### src/rtl/multi_road_light_ctrl.sv
`default_nettype none
// ============================================================================
// Module   : multi_road_light_ctrl
// Brief    : N-road traffic-light controller with min/max green, amber and
//            all-red clearance timers; round-robin grant on waiting requests.
// Revision : 1.0  initial release
// ============================================================================
module multi_road_light_ctrl #(
  parameter int NUM_ROADS      = 4,
  parameter int CNT_W          = 8,
  parameter int MIN_GREEN      = 8,
  parameter int MAX_GREEN      = 32,
  parameter int AMBER_CYCLES   = 4,
  parameter int ALL_RED_CYCLES = 2,
  localparam int IDX_W         = (NUM_ROADS > 1) ? $clog2(NUM_ROADS) : 1
) (
  input  logic                 clk,
  input  logic                 rstn,
  input  logic [NUM_ROADS-1:0] req,
  output logic [NUM_ROADS-1:0] green,
  output logic [NUM_ROADS-1:0] amber,
  output logic [NUM_ROADS-1:0] red,
  output logic [IDX_W-1:0]     active_road,
  output logic [1:0]           phase
);

  typedef enum logic [1:0] {
    PH_GREEN   = 2'b00,
    PH_AMBER   = 2'b01,
    PH_ALL_RED = 2'b10
  } phase_t;

  localparam logic [CNT_W-1:0] C_MIN_LAST     = CNT_W'(MIN_GREEN - 1);
  localparam logic [CNT_W-1:0] C_MAX_LAST     = CNT_W'(MAX_GREEN - 1);
  localparam logic [CNT_W-1:0] C_AMBER_LAST   = CNT_W'(AMBER_CYCLES - 1);
  localparam logic [CNT_W-1:0] C_ALL_RED_LAST = CNT_W'((ALL_RED_CYCLES > 0) ? ALL_RED_CYCLES - 1 : 0);
  localparam logic [IDX_W:0]   C_NUM          = (IDX_W + 1)'(NUM_ROADS);

  phase_t               r_phase;
  phase_t               w_phase_nxt;
  logic [IDX_W-1:0]     r_active;
  logic [IDX_W-1:0]     w_active_nxt;
  logic [IDX_W-1:0]     r_next;
  logic [IDX_W-1:0]     w_next_nxt;
  logic [IDX_W-1:0]     w_winner;
  logic [CNT_W-1:0]     r_cnt;
  logic [CNT_W-1:0]     w_cnt_nxt;
  logic [NUM_ROADS-1:0] w_active_oh;
  logic [NUM_ROADS-1:0] w_others;
  logic                 w_other_req;
  logic                 w_own_req;
  logic                 w_found;
  logic                 w_gap_out;
  logic                 w_max_out;
  logic [IDX_W:0]       w_sum;

  assign w_active_oh = NUM_ROADS'(1) << r_active;
  assign w_others    = req & ~w_active_oh;
  assign w_other_req = |w_others;
  assign w_own_req   = |(req & w_active_oh);
  assign w_gap_out   = (r_cnt >= C_MIN_LAST) && !w_own_req;
  assign w_max_out   = (r_cnt == C_MAX_LAST);

  // Round-robin scan starting just after the active road, wrapping modulo NUM_ROADS.
  always_comb begin
    w_winner = r_active;
    w_found  = 1'b0;
    w_sum    = '0;
    for (int i = 1; i < NUM_ROADS; i++) begin
      w_sum = {1'b0, r_active} + (IDX_W + 1)'(i);
      if (w_sum >= C_NUM) begin
        w_sum = w_sum - C_NUM;
      end
      if (!w_found && req[w_sum[IDX_W-1:0]]) begin
        w_found  = 1'b1;
        w_winner = w_sum[IDX_W-1:0];
      end
    end
  end

  always_comb begin
    w_phase_nxt  = r_phase;
    w_active_nxt = r_active;
    w_next_nxt   = r_next;
    w_cnt_nxt    = r_cnt;
    case (r_phase)
      PH_GREEN: begin
        if (w_other_req && (w_gap_out || w_max_out)) begin
          w_phase_nxt = PH_AMBER;
          w_next_nxt  = w_winner;
          w_cnt_nxt   = '0;
        end else if (!w_max_out) begin
          w_cnt_nxt = r_cnt + CNT_W'(1);
        end
      end
      PH_AMBER: begin
        if (r_cnt == C_AMBER_LAST) begin
          w_cnt_nxt = '0;
          // A zero-length clearance hands green straight to the latched road.
          if (ALL_RED_CYCLES == 0) begin
            w_phase_nxt  = PH_GREEN;
            w_active_nxt = r_next;
          end else begin
            w_phase_nxt = PH_ALL_RED;
          end
        end else begin
          w_cnt_nxt = r_cnt + CNT_W'(1);
        end
      end
      PH_ALL_RED: begin
        if (r_cnt == C_ALL_RED_LAST) begin
          w_phase_nxt  = PH_GREEN;
          w_active_nxt = r_next;
          w_cnt_nxt    = '0;
        end else begin
          w_cnt_nxt = r_cnt + CNT_W'(1);
        end
      end
      default: begin
        w_phase_nxt = PH_GREEN;
        w_cnt_nxt   = '0;
      end
    endcase
  end

  always_ff @(posedge clk or negedge rstn) begin
    if (!rstn) begin
      r_phase  <= PH_GREEN;
      r_active <= '0;
      r_next   <= '0;
      r_cnt    <= '0;
    end else begin
      r_phase  <= w_phase_nxt;
      r_active <= w_active_nxt;
      r_next   <= w_next_nxt;
      r_cnt    <= w_cnt_nxt;
    end
  end

  assign green       = (r_phase == PH_GREEN) ? w_active_oh : '0;
  assign amber       = (r_phase == PH_AMBER) ? w_active_oh : '0;
  assign red         = ~(green | amber);
  assign active_road = r_active;
  assign phase       = r_phase;

endmodule
`default_nettype wire

### config.mk
export PLATFORM = sky130hd
export DESIGN_NAME = multi_road_light_ctrl
export DESIGN_NICKNAME = d
export VERILOG_FILES = /design/src/rtl/multi_road_light_ctrl.sv
export SDC_FILE = /design/constraint.sdc
export NUM_CORES = 1
export LEC_CHECK = 0
export ABC_AREA = 1
export CAP_MARGIN = 10
export CORE_MARGIN = 10
export CORE_UTILIZATION = 45
export DETAILED_ROUTE_END_ITERATION = 8
export GPL_TIMING_DRIVEN = 1
export MAX_ROUTING_LAYER = met4
export PLACE_DENSITY_LB_ADDON = 0.3
export SYNTH_ARGS = -nofsm -noshare
export SYNTH_HDL_FRONTEND = slang
export SYNTH_SLANG_ARGS = --single-unit
### constraint.sdc
create_clock -name clk -period 2.8 [get_ports clk]
set_input_delay 0.42 -clock clk [delete_from_list [all_inputs] [get_ports clk]]
set_output_delay 0.42 -clock clk [all_outputs]
set_load 0.01 [all_outputs]
==> metrics.csv <==
stage,metric,value,unit
power_and_ir_drop,power_frac_comb,68.5,%
critical_path,crit_path_end_kind,primary output,
clock_network,cts_buffer_depth,2,
clock_network,cts_buffers,3,
place,dp_hpwl,2.26,mm
layout,diodes,0,
routing,wl_per_cell,11.9,µm
critical_path,timing.rr.start,active_road[0],
synth,synth.area.mux_share,0,%
floorplan,die_area,0.00496,mm²
power_and_ir_drop,sw_frac_of_total,49.6,%
sta,slew_headroom,57.1,%
synth,yosys.area_share.simple,43.3,%
power_and_ir_drop,power_switching,797,µW
layout,fin_util,58.1,%
sta,finalMaxSlewViolations,0,
place,dpl.cell_count,225,
power_and_ir_drop,fin_total_pwr,1610,µW
power_and_ir_drop,power.share.clock,9.2,%
sta,fin_skew,9.59,ps
power_and_ir_drop,powerDensity,1130,mW/mm²
routing,firstDrtPassIters,4,
min_path,hp-class,in -> async,
clock_network,htreeDepth,1,
synth,synthXorXnorAreaFrac,3.06,%
routing,antenna_left,0,
critical_path,crit_fanout,9,
synth,synthAdderAreaFrac,6.56,%
layout,nNetsFinal,212,
sta,tightestPinTransition,642,ps
critical_path,crit_slowest_cell,clkdlybuf4s50_1,
layout,instances_no_fill,229,
clock_network,clock_sinks,14,
routing,num_vias,1143,
power_and_ir_drop,irDropWorstVdd,746,µV
global_route,grt_antenna_before_repair,0,
synth,postSynthCellCount,175,
floorplan,fp.dieH,70.4,µm
place,finalWeightedCongestion,0.848,
critical_path,critPathBufInv,4,
sta,max_freq,0.413,GHz
synth,syn_area,0.00114,mm²
synth,ys_warn_count,0,
sta,setup-violations-final,0,
floorplan,design.core.area,0.00245,mm²
clock_network,ctsResizeCount,0,
sta,hold_ws,522,ps
floorplan,core.rowCount,18,
clock_network,insertion_delay,280,ps
job,cap_viol_max_count,0,
critical_path,worstSetupStartpoint,active_road[0],
sta,setup_tns,0,ps
power_and_ir_drop,intPower,811,µW
critical_path,cp_cell_sequence,inv_2 -> ha_1 -> inv_1 -> a21oi_1 -> inv_1 -> clkdlybuf4s50_1,
critical_path,crit_arrival,2000,ps
clock_network,post_cts.repair.setup_buffers,0,
clock_network,cts_root_buf,clkbuf_4,
synth,synth_top_family_by_area,simple AND/OR/NAND/NOR gates,
sta,hold_viol,0,
synth,ys_ff_latch,14,
synth,synth_compound_area_share,6.01,%
power_and_ir_drop,pwr-share-seq,22.3,%
sta,fin_crit_sh,86.5,%
clock_network,hold_buffers,0,
critical_path,reg2reg_slack,980,ps
layout,area_growth,24.5,%
critical_path,cp_common_cell,inv_1,
clock_network,clk_pin_slew,90,ps
global_route,grt-ovfl-total,0,
power_and_ir_drop,leakage,0.000754,µW
critical_path,crit_family,buffers and inverters,
critical_path,r2r-end,r_next[0],
outcome,status,completed,
place,port_buffers,21,
synth,avgSynthCellArea,6.54,µm²
clock_network,tritoncts,built,
global_route,track_usage,11.7,%
sta,rsz0062_at_grt,no,
critical_path,worstSetupPathType,reg -> out,
synth,ys_seq_area_share,30.6,%
global_route,grt_pass1_wl,4.82,mm
synth,ys_types,21,
sta,min_period,2420,ps
floorplan,initial_core_util,46.6,%
layout,drive_above_1_share,13.1,%
critical_path,required,2380,ps
routing,viasPerCell,4.99,
floorplan,die_w,70.4,µm
layout,fillers,237,
critical_path,slowest_delay,540,ps
routing,drt_iter0_markers,61,
global_route,grt_pass1_vias,1067,
synth,synth_nets,187,
routing,routed_wl,2.73,mm
critical_path,ff2ff_path_depth,9,
critical_path,startpoint_type,register,
routing,drc,0,
global_route,grt_max_degree,15,
floorplan,boundaryPins,22,
## stage by stage
stage          setup WS (ps)  cell area, µm²
6_report                 378            1430
5_1_grt                  215            1430
3_5_place_dp             683            1390
4_1_cts                  371            1430
2_1_floorplan           1120            1140
3_3_place_gp             744            1390
## cells in the mapped netlist
cell type | number | share of area, %
clkinv_1 | 1 | 0.33
ha_1 | 6 | 6.6
nand3_2 | 1 | 0.87
o21ai_0 | 5 | 2.2
o21ai_2 | 1 | 0.77
nand2_4 | 2 | 2.0
nand3b_2 | 1 | 0.98
xor2_1 | 4 | 3.1
a21oi_1 | 7 | 3.1
inv_1 | 23 | 7.5
nand2_2 | 5 | 2.7
nor2_4 | 1 | 0.98
dfrtp_1 | 14 | 31
nand3_1 | 23 | 10
clkbuf_1 | 1 | 0.33
nand2_1 | 44 | 14
and2_1 | 1 | 0.55
nor2_1 | 21 | 6.9
nor2_2 | 4 | 2.2
inv_2 | 7 | 2.3
nand4_1 | 3 | 1.6
## how the worst max path moves through the flow
stage                     cells after the start        end  slack (ps)
after floorplan                               9  r_next[0]        1120
after global placement                        6     red[2]         740
after detailed placement                      6     red[2]         680
after CTS                                     6     red[2]         370
after global routing                          6     red[0]         220
final                                         6     red[2]         380
## kinds of logic after synthesis
group / count (synthesis)
AO/OA/AOI/OAI: 13
adder cells (fa/ha/maj): 6
XOR/XNOR: 4
buffers and inverters: 32
flip-flops: 14
AND/OR/NAND/NOR: 106
## power by group through the flow
stage	Combinational, µW	Clock (µW)	Sequential (µW)
after detailed placement	1110	0	362
after global routing	1250	162	371
final	1100	149	358
after CTS	1110	151	359
after global placement	1070	0	358
after floorplan	731	0	355
## layout make-up
type	count	area (µm²)	area share [%]
repair buffers	21	210	14.7
inverters	31	116	8.17
flip-flops and latches	14	350	24.6
multi-input cells	129	674	47.3
clock buffers	4	36.3	2.55
well taps	30	37.5	2.63
## metal layers
metal / global-route usage [%] / routed length (µm) / up-vias
met5: - / 0 / -
met4: 1.97 / 13 / 0
met3: 3.25 / 101 / 2
met2: 19.6 / 1380 / 12
met1: 13.6 / 1230 / 532
li1: - / - / 597
## placed cells by master, fill, tap and decap left out, drive strengths merged
master,n
nand3,24
dfrtp,14
nor2,26
clkinv,1
and2,1
nand4,3
nand2,51
o21ai,6
inv,30
clkbuf,4
nand3b,1
clkdlybuf4s50,21
xor2,4
ha,6
a21oi,7
## registers in the layout (all words and copies together) (netlist names)
signal,flops
r_next,2
phase,2
r_cnt,8
active_road,2
No activity file was read; power rests on OpenSTA's default activity.
